### src/rtl/id_ctrl_stage_if.sv
// ---------------------------------------------------------------------------
// id_ctrl_if : ID-stage decode bus between the instruction source and the
//              registered decode stage (id_ctrl_stage).
//
// Source side (master drives): in_valid, mode, op_code, s_in, cond, status,
//                              freeze, flush
// Stage side  (slave drives) : out_valid, exe_cmd, mem_read, mem_write,
//                              wb_en, b, s_out, busy
// ---------------------------------------------------------------------------
interface id_ctrl_if #(
    parameter int EXE_CMD_W = 4
) ();
    logic                 in_valid;
    logic [1:0]           mode;
    logic [3:0]           op_code;
    logic                 s_in;
    logic [3:0]           cond;
    logic [3:0]           status;
    logic                 freeze;
    logic                 flush;

    logic                 out_valid;
    logic [EXE_CMD_W-1:0] exe_cmd;
    logic                 mem_read;
    logic                 mem_write;
    logic                 wb_en;
    logic                 b;
    logic                 s_out;
    logic                 busy;

    modport master (
        output in_valid, mode, op_code, s_in, cond, status, freeze, flush,
        input  out_valid, exe_cmd, mem_read, mem_write, wb_en, b, s_out, busy
    );

    modport slave (
        input  in_valid, mode, op_code, s_in, cond, status, freeze, flush,
        output out_valid, exe_cmd, mem_read, mem_write, wb_en, b, s_out, busy
    );
endinterface

### src/rtl/id_ctrl_stage.sv
// ---------------------------------------------------------------------------
// id_ctrl_stage : registered, condition-aware ID decode stage.
//   Decodes mode/op_code/S into the execute command and the memory,
//   writeback and branch controls, evaluates cond against NZCV and registers
//   the result into the ID/EX boundary. After an issued branch the next
//   BR_SHADOW valid instructions are squashed. flush beats freeze.
//
// Ports:
//   clk   - rising-edge clock
//   rst_n - asynchronous active-low reset
//   bus   - id_ctrl_if.slave (instruction in, registered controls out, busy)
// ---------------------------------------------------------------------------
module id_ctrl_stage #(
    parameter int EXE_CMD_W = 4,
    parameter bit COND_EN   = 1'b1,
    parameter int BR_SHADOW = 2
) (
    input  logic       clk,
    input  logic       rst_n,
    id_ctrl_if.slave   bus
);

    localparam logic [2:0] SHADOW_LD = 3'(BR_SHADOW);

    // ARM condition evaluation, status = {N,Z,C,V}
    function automatic logic cond_pass(input logic [3:0] c, input logic [3:0] st);
        logic n, z, cf, v, r;
        n  = st[3];
        z  = st[2];
        cf = st[1];
        v  = st[0];
        case (c)
            4'b0000: r = z;
            4'b0001: r = ~z;
            4'b0010: r = cf;
            4'b0011: r = ~cf;
            4'b0100: r = n;
            4'b0101: r = ~n;
            4'b0110: r = v;
            4'b0111: r = ~v;
            4'b1000: r = cf & ~z;
            4'b1001: r = ~cf | z;
            4'b1010: r = (n == v);
            4'b1011: r = (n != v);
            4'b1100: r = ~z & (n == v);
            4'b1101: r = z | (n != v);
            4'b1110: r = 1'b1;
            default: r = 1'b0;
        endcase
        return r;
    endfunction

    logic                 dec_vld_s, dec_mr_s, dec_mw_s, dec_wb_s, dec_b_s, dec_s_s;
    logic [3:0]           dec_cmd_s;
    logic                 pass_s, issue_s;

    logic                 out_valid_d, out_valid_q;
    logic [EXE_CMD_W-1:0] exe_cmd_d, exe_cmd_q;
    logic                 mem_read_d, mem_read_q;
    logic                 mem_write_d, mem_write_q;
    logic                 wb_en_d, wb_en_q;
    logic                 b_d, b_q;
    logic                 s_out_d, s_out_q;
    logic [2:0]           cnt_d, cnt_q;

    // Instruction decode; dec_vld_s=0 marks a NOP (all controls zero)
    always_comb begin
        dec_vld_s = 1'b0;
        dec_cmd_s = 4'b0000;
        dec_mr_s  = 1'b0;
        dec_mw_s  = 1'b0;
        dec_wb_s  = 1'b0;
        dec_b_s   = 1'b0;
        dec_s_s   = 1'b0;
        case (bus.mode)
            2'b00: begin
                dec_vld_s = 1'b1;
                dec_wb_s  = 1'b1;
                dec_s_s   = bus.s_in;
                case (bus.op_code)
                    4'b1101: dec_cmd_s = 4'b0001;
                    4'b1111: dec_cmd_s = 4'b1001;
                    4'b0100: dec_cmd_s = 4'b0010;
                    4'b0101: dec_cmd_s = 4'b0011;
                    4'b0010: dec_cmd_s = 4'b0100;
                    4'b0110: dec_cmd_s = 4'b0101;
                    4'b0000: dec_cmd_s = 4'b0110;
                    4'b1100: dec_cmd_s = 4'b0111;
                    4'b0001: dec_cmd_s = 4'b1000;
                    // compare/test only update flags
                    4'b1010: begin dec_cmd_s = 4'b0100; dec_wb_s = 1'b0; dec_s_s = 1'b1; end
                    4'b1000: begin dec_cmd_s = 4'b0110; dec_wb_s = 1'b0; dec_s_s = 1'b1; end
                    default: begin dec_vld_s = 1'b0; dec_wb_s = 1'b0; dec_s_s = 1'b0; end
                endcase
            end
            2'b01: begin
                if (bus.op_code == 4'b0100) begin
                    dec_vld_s = 1'b1;
                    dec_cmd_s = 4'b0010;
                    if (bus.s_in) begin
                        dec_mr_s = 1'b1;
                        dec_wb_s = 1'b1;
                    end else begin
                        dec_mw_s = 1'b1;
                    end
                end else begin
                    dec_vld_s = 1'b0;
                end
            end
            2'b10: begin
                dec_vld_s = 1'b1;
                dec_b_s   = 1'b1;
            end
            default: dec_vld_s = 1'b0;
        endcase
    end

    // Condition check and issue decision
    always_comb begin
        if (COND_EN) begin
            pass_s = cond_pass(bus.cond, bus.status);
        end else begin
            pass_s = 1'b1;
        end
        issue_s = bus.in_valid & pass_s & (cnt_q == 3'd0);
    end

    // Next state for the ID/EX register and the branch-shadow counter
    always_comb begin
        out_valid_d = out_valid_q;
        exe_cmd_d   = exe_cmd_q;
        mem_read_d  = mem_read_q;
        mem_write_d = mem_write_q;
        wb_en_d     = wb_en_q;
        b_d         = b_q;
        s_out_d     = s_out_q;
        cnt_d       = cnt_q;
        if (bus.flush) begin
            out_valid_d = 1'b0;
            exe_cmd_d   = {EXE_CMD_W{1'b0}};
            mem_read_d  = 1'b0;
            mem_write_d = 1'b0;
            wb_en_d     = 1'b0;
            b_d         = 1'b0;
            s_out_d     = 1'b0;
            cnt_d       = 3'd0;
        end else if (bus.freeze) begin
            cnt_d = cnt_q;
        end else if (issue_s) begin
            out_valid_d = dec_vld_s;
            exe_cmd_d   = EXE_CMD_W'(dec_cmd_s);
            mem_read_d  = dec_mr_s;
            mem_write_d = dec_mw_s;
            wb_en_d     = dec_wb_s;
            b_d         = dec_b_s;
            s_out_d     = dec_s_s;
            // issue implies cnt_q==0, so only a branch changes the counter
            if (dec_b_s) begin
                cnt_d = SHADOW_LD;
            end else begin
                cnt_d = cnt_q;
            end
        end else begin
            out_valid_d = 1'b0;
            exe_cmd_d   = {EXE_CMD_W{1'b0}};
            mem_read_d  = 1'b0;
            mem_write_d = 1'b0;
            wb_en_d     = 1'b0;
            b_d         = 1'b0;
            s_out_d     = 1'b0;
            // only real (valid) shadow instructions use up the shadow
            if (bus.in_valid && (cnt_q != 3'd0)) begin
                cnt_d = cnt_q - 3'd1;
            end else begin
                cnt_d = cnt_q;
            end
        end
    end

    // ID/EX pipeline register and shadow counter
    always_ff @(posedge clk or negedge rst_n) begin
        if (!rst_n) begin
            out_valid_q <= 1'b0;
            exe_cmd_q   <= {EXE_CMD_W{1'b0}};
            mem_read_q  <= 1'b0;
            mem_write_q <= 1'b0;
            wb_en_q     <= 1'b0;
            b_q         <= 1'b0;
            s_out_q     <= 1'b0;
            cnt_q       <= 3'd0;
        end else begin
            out_valid_q <= out_valid_d;
            exe_cmd_q   <= exe_cmd_d;
            mem_read_q  <= mem_read_d;
            mem_write_q <= mem_write_d;
            wb_en_q     <= wb_en_d;
            b_q         <= b_d;
            s_out_q     <= s_out_d;
            cnt_q       <= cnt_d;
        end
    end

    assign bus.out_valid = out_valid_q;
    assign bus.exe_cmd   = exe_cmd_q;
    assign bus.mem_read  = mem_read_q;
    assign bus.mem_write = mem_write_q;
    assign bus.wb_en     = wb_en_q;
    assign bus.b         = b_q;
    assign bus.s_out     = s_out_q;
    assign bus.busy      = (cnt_q != 3'd0);

endmodule

### src/flat_wrapper.sv
// flat-port wrapper written by rule: the top's interface ports become plain ports
module id_ctrl_stage_flat 
#(
    parameter int EXE_CMD_W = 4,
    parameter bit COND_EN   = 1'b1,
    parameter int BR_SHADOW = 2
)
  (clk, rst_n, bus_in_valid, bus_mode, bus_op_code, bus_s_in, bus_cond, bus_status, bus_freeze, bus_flush, bus_out_valid, bus_exe_cmd, bus_mem_read, bus_mem_write, bus_wb_en, bus_b, bus_s_out, bus_busy);
  id_ctrl_if #(.EXE_CMD_W(EXE_CMD_W)) bus_i ();
  input  logic clk;
  input  logic rst_n;
  input wire logic [$bits(bus_i.in_valid)-1:0] bus_in_valid;
  input wire logic [$bits(bus_i.mode)-1:0] bus_mode;
  input wire logic [$bits(bus_i.op_code)-1:0] bus_op_code;
  input wire logic [$bits(bus_i.s_in)-1:0] bus_s_in;
  input wire logic [$bits(bus_i.cond)-1:0] bus_cond;
  input wire logic [$bits(bus_i.status)-1:0] bus_status;
  input wire logic [$bits(bus_i.freeze)-1:0] bus_freeze;
  input wire logic [$bits(bus_i.flush)-1:0] bus_flush;
  output wire logic [$bits(bus_i.out_valid)-1:0] bus_out_valid;
  output wire logic [$bits(bus_i.exe_cmd)-1:0] bus_exe_cmd;
  output wire logic [$bits(bus_i.mem_read)-1:0] bus_mem_read;
  output wire logic [$bits(bus_i.mem_write)-1:0] bus_mem_write;
  output wire logic [$bits(bus_i.wb_en)-1:0] bus_wb_en;
  output wire logic [$bits(bus_i.b)-1:0] bus_b;
  output wire logic [$bits(bus_i.s_out)-1:0] bus_s_out;
  output wire logic [$bits(bus_i.busy)-1:0] bus_busy;
  assign bus_i.in_valid = bus_in_valid;
  assign bus_i.mode = bus_mode;
  assign bus_i.op_code = bus_op_code;
  assign bus_i.s_in = bus_s_in;
  assign bus_i.cond = bus_cond;
  assign bus_i.status = bus_status;
  assign bus_i.freeze = bus_freeze;
  assign bus_i.flush = bus_flush;
  assign bus_out_valid = bus_i.out_valid;
  assign bus_exe_cmd = bus_i.exe_cmd;
  assign bus_mem_read = bus_i.mem_read;
  assign bus_mem_write = bus_i.mem_write;
  assign bus_wb_en = bus_i.wb_en;
  assign bus_b = bus_i.b;
  assign bus_s_out = bus_i.s_out;
  assign bus_busy = bus_i.busy;
  id_ctrl_stage #(.EXE_CMD_W(EXE_CMD_W), .COND_EN(COND_EN), .BR_SHADOW(BR_SHADOW)) u_core (.clk(clk), .rst_n(rst_n), .bus(bus_i));
endmodule
### config.mk
export PLATFORM = sky130hd
export DESIGN_NAME = id_ctrl_stage_flat
export DESIGN_NICKNAME = d
export VERILOG_FILES = /design/src/rtl/id_ctrl_stage_if.sv /design/src/rtl/id_ctrl_stage.sv /design/src/flat_wrapper.sv
export SDC_FILE = /design/constraint.sdc
export NUM_CORES = 1
export LEC_CHECK = 0
export CAP_MARGIN = 20
export CORE_UTILIZATION = 56
export CTS_CLUSTER_DIAMETER = 60
export DETAILED_ROUTE_END_ITERATION = 6
export DONT_BUFFER_PORTS = 1
export PLACE_DENSITY = 0.74
export RECOVER_POWER = 50
export SETUP_SLACK_MARGIN = 0.15
export SKIP_CTS_REPAIR_TIMING = 1
export SLEW_MARGIN = 5
export SYNTH_ARGS = -nofsm -noshare
export SYNTH_HDL_FRONTEND = slang
export SYNTH_SLANG_ARGS = --single-unit
### constraint.sdc
create_clock -name clk -period 1.9 [get_ports clk]
set_clock_uncertainty 0.2 [all_clocks]
set_input_delay 0.19 -clock clk [delete_from_list [all_inputs] [get_ports clk]]
set_output_delay 0.19 -clock clk [all_outputs]
set_load 0.02 [all_outputs]
=== Word-level counts from Yosys, hierarchy flattened ===
Index checks and enable logic that the tools add are counted.

* Register bits: 13
* Bits in latches: 0
* Memory bits (writable): 0
* ROM bits: 0
* Input bits: 20
* Output and inout port bits: 11
* Word-level logic and storage cells: 106
* Memories: 0

* Add/subtract/negate cells: 1
* Multipliers: 0
* Div/mod/pow operators: 0
* Order comparisons: 0
* Equal/unequal tests: 30
* Shifts and indexed selects: 0
* Mux-type cells: 44
* Bitwise logic cells: 10
* Reduce and logical (&&, ||, !) cells: 13

{| class="wikitable"
|+ Operator list
! cell !! number
|-
| equality test 4 bit, second input constant || 12
|-
| one-hot mux 4 bit (9 select lines) || 1
|-
| 2-to-1 mux 1 bit || 29
|-
| equality test 4 x 3 -> 1 bit, second input constant || 7
|-
| 2-to-1 mux 3 bit || 5
|-
| one-hot mux 1 bit (15 select lines) || 1
|-
| equality test 4 x 2 -> 1 bit, second input constant || 3
|-
| 2-to-1 mux 4 bit || 3
|-
| OR reduction 11 bit || 1
|-
| OR reduction 9 bit || 1
|-
| equality test 4 x 1 -> 1 bit, second input constant || 2
|-
| zero test 4 bit || 2
|-
| one-hot mux 4 bit (2 select lines) || 1
|-
| nonzero test 3 bit || 2
|-
| OR reduction 2 bit || 3
|-
| bitwise AND 1 bit || 4
|-
| NOT 1 bit || 4
|-
| one-hot mux 1 bit (2 select lines) || 2
|-
| zero test 3 bit || 1
|-
| != test 3 x 2 -> 1 bit, second input constant || 1
|-
| one-hot mux 1 bit (3 select lines) || 1
|-
| AND reduction 3 bit || 1
|-
| subtractor 3 x 1 -> 3 bit, second input constant || 1
|-
| equality test 2 x 1 -> 1 bit, second input constant || 1
|-
| other kinds (8) || 9
|}

=== Depth between registers and ports, before layout ===
Gate-level depths: netlist of run 1.

* Depth in word-level cells: 8
* Depth in mapped cells: 9
* Gate-level depth less buffers: 9

=== Least setup slack after synthesis of run 1 ===
Ideal clock, no wire load.

* Kind: reg-to-reg
* Start: register u_core.cnt_q[0]
* End: register u_core.cnt_q[1]
* Setup time: 0.125 ns
* Arrival: 1.660 ns
* Required time: 1.575 ns
* Setup slack: -0.085 ns
* Cell stages (with the launch flop): 9
* Path buffers: 0
* Period minus slack after synthesis: 1.985 ns
* Cell sequence: dfrtp_1 inv_1 ha_1 ha_1 inv_1 nand2_1 or2_2 o21ai_2 mux2_4

* Elaborated cells on any way between the ends: 12
* Classes of those cells: 1 x add/sub; 1 x eq/ne; 4 x mux; 1 x bitwise; 5 x reduce/logical

{| class="wikitable"
|+ RTL lines
! item !! line !! RTL
|-
| from (decl) || id_ctrl_stage.sv:64 || <nowiki>logic [2:0] cnt_d, cnt_q;</nowiki>
|-
| from (signal assigned) || id_ctrl_stage.sv:199 || <nowiki>cnt_q <= cnt_d;</nowiki>
|-
| nonzero test 3 bit || n/a ||
|-
| net bus_busy || flat_wrapper.sv:27 || <nowiki>output wire logic [$bits(bus_i.busy)-1:0] bus_busy;</nowiki>
|-
| logical AND 1 bit || id_ctrl_stage.sv:172 || <nowiki>if (bus.in_valid && (cnt_q != 3'd0)) begin</nowiki>
|-
| nonzero test 3 bit (no source line) || n/a ||
|-
| AND reduction 3 bit (no source line) || n/a ||
|}

The timed path passes the listed nets, and every way through them passes these cells. The select of a mux whose other input is x is not followed.
A chain may end at the register's enable or synchronous reset.

=== Worst setup path after layout of run 1 ===
* Start: register u_core.cnt_q[1]
* End: register u_core.cnt_q[1]

* Longest elaborated chain between the ends: 5
* Elaborated cells on any way between the ends: 12
* Classes of those cells: 1 x add/sub; 1 x eq/ne; 4 x mux; 1 x bitwise; 5 x reduce/logical

{| class="wikitable"
|+ Ends and longest elaborated chain
! item !! line !! RTL
|-
| subtractor 3 x 1 -> 3 bit / zero test 3 bit (equally long branches) || id_ctrl_stage.sv:173, id_ctrl_stage.sv:125 ||
|-
| 2-to-1 mux 3 bit / bitwise AND 1 bit (equally long branches) || id_ctrl_stage.sv:172, id_ctrl_stage.sv:125 ||
|-
| 2-to-1 mux 3 bit || id_ctrl_stage.sv:149 || <nowiki>end else if (issue_s) begin</nowiki>
|-
| 2-to-1 mux 3 bit || id_ctrl_stage.sv:147 || <nowiki>end else if (bus.freeze) begin</nowiki>
|-
| 2-to-1 mux 3 bit || id_ctrl_stage.sv:138 || <nowiki>if (bus.flush) begin</nowiki>
|}

Several ways; a longest one is shown, not always the timed one. The select of a mux whose other input is x is not followed.

==> results of run 1 <==
==> routing by layer <==
layer | share of wire, % | up-vias | GRT usage (%)
met4 | 3.8 | 0 | 12.35
met2 | 46 | 40 | 36.62
met5 | 0 | - | 0
met3 | 5.6 | 10 | 4.365
met1 | 45 | 442 | 28.02
li1 | - | 475 | -
==> metrics by stage <==
stage | std cells | setup TNS, ps
detailed placement | 146 | -507.2
CTS | 150 | -717.0
floorplan | 126 | -54.83
global route | 164 | -775.5
global placement | 146 | -164.7
finish | 164 | -272.5
==> worst max-delay path, delay by kind of cell, from the launching register on <==
family                   cells  cell delay (ps)
AND/OR/NAND/NOR              2              440
multiplexers                 1              320
buffers and inverters        1               90
flip-flops                   1              400
adder cells (fa/ha/maj)      2              280
AO/OA/AOI/OAI                1              180
==> cell families after synthesis <==
group / after synthesis / synth area share (%)
AO/OA/AOI/OAI: 33 / 25.09
XOR/XNOR: 4 / 3.931
adder cells (fa/ha/maj): 3 / 3.237
buffers and inverters: 15 / 6.704
flip-flops: 13 / 30.06
multiplexers: 2 / 2.312
AND/OR/NAND/NOR: 56 / 28.67
==> report_power, final <==
group | switching, µW | internal [µW] | total [µW]
combinational | 101 | 101 | 203
sequential | 5.96 | 281 | 287
clock | 98.6 | 81.8 | 180
total | 206 | 464 | 670
==> state kept, by name, indices dropped and copies added, names as in the netlist <==
| name | flops |
|---|---|
| u_core.bus.mem_read | 1 |
| u_core.bus.b | 1 |
| u_core.bus.wb_en | 1 |
| u_core.bus.mem_write | 1 |
| u_core.bus.exe_cmd | 4 |
| u_core.cnt_q | 3 |
| u_core.bus.s_out | 1 |
| u_core.bus.out_valid | 1 |
==> cell type report <==
type | count | area, µm² | area share (%)
multi-input cells | 98 | 788.3 | 58.23
well taps | 25 | 31.28 | 2.311
flip-flops and latches | 13 | 325.3 | 24.03
clock buffers | 4 | 26.28 | 1.941
repair buffers | 17 | 156.4 | 11.55
inverters | 7 | 26.28 | 1.941
==> placed cells by master, fill, tap and decap left out, types with 2 or more instances in the layout <==
cell type and n:
a21oi_1 8, buf_4 6, a22o_1 2, inv_1 4, nor3_1 2, o21ai_0 5
clkbuf_4 3, o21ai_1 2, nand2b_1 2, nand2_1 14, dfrtp_1 13, ha_4 2
a32o_1 2, or3_1 2, nand3_1 2, xor2_1 3, nor3_2 2, dlygate4sd3_1 10
nor2_1 10, inv_2 3, nor2b_1 6
==> path summary, 6_finish.rpt <==
path,startpoint,end,cells after the start
max in group asynchronous,rst_n,u_core.bus.exe_cmd[2]$_DFFE_PN0P_,1
min,bus_mode[0],u_core.bus.wb_en$_DFFE_PN0P_,3
min reg2reg,u_core.cnt_q[0]$_DFFE_PN0P_,u_core.cnt_q[0]$_DFFE_PN0P_,2
min in group asynchronous,rst_n,u_core.cnt_q[0]$_DFFE_PN0P_,1
max reg2reg,u_core.cnt_q[1]$_DFFE_PN0P_,u_core.cnt_q[1]$_DFFE_PN0P_,7
max,u_core.cnt_q[1]$_DFFE_PN0P_,u_core.cnt_q[1]$_DFFE_PN0P_,7
==> results.py, run 1 <==
metrics = {
    "timing": {
        "clock.fmax_ghz": 0.4949,
        "max_slew.worst_pin.slew_ps": 594.7,
        "rsz0062_at_grt": "true",
        "period_minus_slack_ps": 2020,
        "post-route-period-util_pct": 106.3,
        "fin_ws_ps": -120.5,
        "slew_violations": 0,
        "finalHoldViolCount": 3,
        "setup_viol": 5,
        "slew_headroom_pct": 60.22,
        "whs_ps": -26.04,
    },
    "critical_path": {
        "critPathArrivalTime_ps": 2000,
        "criticalPathCategory": "reg2reg",
        "worst-r2r-setup-slack_ps": -120,
        "end_kind": "flop",
        "crit_chain": "inv_2, ha_4, ha_4, nand3_4, or3_4, o21ai_4, mux2_4",
        "cp.required_ps": 1880,
        "cpMaxStageDelayCell": "dfrtp_1",
        "path_common_cell": "ha_4",
        "crit_path_max_fanout": 2,
        "crit_path_start_kind": "flop",
        "slowest_delay_ps": 400,
    },
    "place": {
        "dpl_cell_area_um2": 1129,
        "gp_congestion": 0.7237,
        "hpwl_mm": 1.700,
        "port_buffers": 0,
        "place_ws_ps": -118.2,
    },
    "worst_hold_path": {
        "hold_class": "in2reg",
    },
    "clock_network": {
        "clk_pin_slew_ps": 80,
        "clockRootBuffer": "clkbuf_4",
        "cts_tree": "built",
        "numCtsBuffers": 3,
        "clk_path_buf_depth": 2,
        "cts_sinks": 13,
        "worstSkewPairLatency_ps": 290,
        "cts_htree_levels": 1,
    },
    "synthesis": {
        "synth_area_um2": 1082,
        "synth_nets": 148,
        "synth.most_common_cell": "nand2_1",
        "yosys_warnings": 0,
        "syn_inst": 126,
        "synth_edf_count": 0,
        "async_reset_ff_share_pct": 100.0,
        "synth_cell_types": 45,
        "synth_top_area_share_pct": 30.06,
        "yosysTopAreaCell": "dfrtp_1",
        "synthTopCellsByArea": "dfrtp_1 30%, nand2_1 5.2%, a21oi_1 4.2%, nor2_1 3.8%, nor2b_1 3.5%",
        "yosysSeqAreaShare_pct": 30.06,
        "synthTopCellsByCount": "15 x nand2_1, 13 x dfrtp_1, 11 x nor2_1",
        "ys.flop_type": "dfrtp_1",
        "ys_ff_latch": 13,
        "syn_area_per_cell_um2": 8.590,
    },
    "global_routing": {
        "grt_pass1_vias": 797,
        "grt.total_usage_pct": 22.68,
        "antenna_found_initial": 0,
        "grt_overflow": 0,
        "grt_pass1_wl_mm": 3.270,
        "grt_max_degree": 14,
    },
    "power": {
        "p_leak_uw": 0.0005451,
        "p_total_uw": 670.1,
        "p_per_area_nw_per_um2": 495.0,
        "ir_drop_v": 0.0002840,
    },
    "detailed_routing": {
        "final_antenna_net_count": 0,
        "drt_first_pass_iters": 4,
        "vias": 967,
        "routed_via_density": 5.896,
        "drc_errors": 0,
        "routed_wl_mm": 2.585,
        "wl_per_cell_um": 15.76,
        "drt_iter0_markers": 17,
    },
    "die": {
        "start_util_pct": 61.35,
        "rows": 15,
        "io_pins": 31,
        "dieHeight_um": 45.96,
        "core-area_um2": 1764,
        "die_w_um": 45.96,
        "die_area_um2": 2112,
    },
    "finish": {
        "fin_area_um2": 1354,
        "nets": 162,
        "postLayoutCoreUtil_pct": 76.74,
        "num_antenna_cells": 0,
        "nFillCells": 129,
        "area_growth_pct": 25.09,
        "drive_gt1_share_pct": 26.62,
    },
    "status": {
        "run_status": "complete, but fails checks",
        "violations": "negative hold slack, negative setup slack",
    },
    "job": {
        "max_cap_violations": 0,
    },
}
No activity file was read; power rests on OpenSTA's default activity.
==> run 2: changes to the inputs <==
BUFFER_PORTS_ARGS = -buffer_cell sky130_fd_sc_hd__buf_2   (was unset)
CELL_PAD_IN_SITES_DETAIL_PLACEMENT = 1   (was unset)
CELL_PAD_IN_SITES_GLOBAL_PLACEMENT = 1   (was unset)
CORE_UTILIZATION = 34   (was 56)
DONT_BUFFER_PORTS = unset   (was 1)
PLACE_DENSITY = unset   (was 0.74)
PLACE_DENSITY_LB_ADDON = 0.1   (was unset)
==> run 2 against run 1 <==
The run still ends with negative hold slack, negative setup slack left. Design area grew 7.6%. Critical endpoint unchanged. Wire length grew 8.9%. First-iteration DRC count is the same. Die area grew 62%. Largest power group unchanged. Highest routed layer unchanged.
==> results.py, run 2 (synthesized netlist as in run 1, its figures left out) <==
metrics = {
    "power": {
        "p_leak_uw": 0.0006369,
        "p_total_uw": 696.6,
        "ir_drop_v": 0.0002433,
        "p_per_area_nw_per_um2": 478.3,
    },
    "die": {
        "rows": 20,
        "die_w_um": 58.42,
        "die_area_um2": 3413,
        "dieHeight_um": 58.42,
        "core-area_um2": 3028,
        "io_pins": 31,
        "start_util_pct": 35.74,
    },
    "timing": {
        "whs_ps": -14.17,
        "setup_viol": 4,
        "period_minus_slack_ps": 1976,
        "max_slew.worst_pin.slew_ps": 742.5,
        "rsz0062_at_grt": "true",
        "post-route-period-util_pct": 104.0,
        "finalHoldViolCount": 1,
        "tns_ps": -95.86,
        "slew_violations": 0,
        "slew_headroom_pct": 50.50,
        "clock.fmax_ghz": 0.5060,
        "fin_ws_ps": -76.17,
    },
    "critical_path": {
        "crit_path_start_kind": "flop",
        "end_kind": "flop",
        "worst-r2r-setup-slack_ps": -80,
        "critPathArrivalTime_ps": 1940,
        "cpMaxStageDelayCell": "dfrtp_1",
        "crit_chain": "inv_2, ha_4, ha_4, nand3_4, or3_4, o21ai_4, mux2_4",
        "path_common_cell": "ha_4",
        "criticalPathCategory": "reg2reg",
        "slowest_delay_ps": 390,
        "crit_path_max_fanout": 2,
        "cp.required_ps": 1860,
    },
    "clock_network": {
        "cts_htree_levels": 1,
        "worstSkewPairLatency_ps": 270,
        "clockRootBuffer": "clkbuf_4",
        "cts_tree": "built",
        "clk_path_buf_depth": 2,
        "cts_sinks": 13,
        "numCtsBuffers": 3,
        "clk_pin_slew_ps": 80,
    },
    "detailed_routing": {
        "drt_iter0_markers": 17,
        "vias": 1063,
        "final_antenna_net_count": 0,
        "wl_per_cell_um": 13.59,
        "routed_via_density": 5.135,
        "drt_first_pass_iters": 4,
        "drc_errors": 0,
        "routed_wl_mm": 2.814,
    },
    "place": {
        "dp.cells": 199,
        "place_ws_ps": -124.4,
        "port_buffers": 30,
        "hpwl_mm": 2.164,
        "gp_congestion": 0.7250,
    },
    "finish": {
        "num_antenna_cells": 0,
        "final_cells": 207,
        "area_growth_pct": 34.57,
        "mostFrequentLayoutCells": "27 x buf_2, 14 x nand2_1, 13 x dfrtp_1",
        "nets": 186,
        "final_common_cell": "buf_2",
        "largest_reg_flops": 4,
        "drive_gt1_share_pct": 40.49,
    },
    "global_routing": {
        "antenna_found_initial": 0,
        "grt_pass1_vias": 1045,
        "grt.total_usage_pct": 17.83,
        "grt_pass1_wl_mm": 4.830,
        "grt_max_degree": 14,
        "grt_overflow": 0,
    },
    "status": {
        "run_status": "complete, but fails checks",
        "violations": "negative hold slack, negative setup slack",
    },
    "worst_hold_path": {
        "hold_class": "in2reg",
    },
    "job": {
        "max_cap_violations": 0,
    },
}
run 2: cell type report:
type / instances / area [µm²]
clock buffer: 4 / 26.28
fill: 386 / 1572
inverter: 7 / 26.28
multi-input combinational: 98 / 780.7
sequential: 13 / 325.3
tap: 44 / 55.05
timing repair buffer: 41 / 242.7
run 2: per-layer routing:
layer / share of wire [%] / wire, µm / vias up / GRT usage (%)
met1: 49 / 1381 / 514 / 25.65
met3: 2.2 / 63 / 2 / 0.6593
met2: 48 / 1350 / 23 / 30.21
met4: 0.68 / 19 / 0 / 3.061
met5: 0 / 0 / - / 0
li1: - / - / 524 / -
run 2: stage by stage:
step | utilization (%) | area, µm²
4_1_cts | 44.88 | 1359
5_1_grt | 48.10 | 1456
3_5_place_dp | 44.01 | 1333
3_3_place_gp | 44.01 | 1333
2_1_floorplan | - | 1121
6_report | 48.10 | 1456
run 2: final timing paths:
kind                       depth (start not counted)                              from                                 to
setup / recovery                                   7       u_core.cnt_q[0]$_DFFE_PN0P_        u_core.cnt_q[1]$_DFFE_PN0P_
hold / removal                                     3                          bus_s_in    u_core.bus.mem_read$_DFFE_PN0P_
setup reg to reg                                   7       u_core.cnt_q[0]$_DFFE_PN0P_        u_core.cnt_q[1]$_DFFE_PN0P_
hold reg to reg                                    2  u_core.bus.mem_write$_DFFE_PN0P_   u_core.bus.mem_write$_DFFE_PN0P_
max in group asynchronous                          2                             rst_n  u_core.bus.exe_cmd[1]$_DFFE_PN0P_
min in group asynchronous                          2                             rst_n        u_core.cnt_q[1]$_DFFE_PN0P_
run 2: report_power, final:
part           switching, µW  total, µW  internal, µW  leakage (µW)
Combinational            137        240           103      0.000441
Clock                   91.8        173          81.1     0.0000150
Sequential              2.47        284           281      0.000181
Total                    231        697           466      0.000637
run 2: worst max-delay path, delay by kind of cell, from the launching register on:
| family | cells | cell delay (ps) |
|---|---|---|
| adder cells (fa/ha/maj) | 2 | 280 |
| multiplexers | 1 | 320 |
| AND/OR/NAND/NOR | 2 | 410 |
| flip-flops | 1 | 390 |
| buffers and inverters | 1 | 80 |
| AO/OA/AOI/OAI | 1 | 180 |
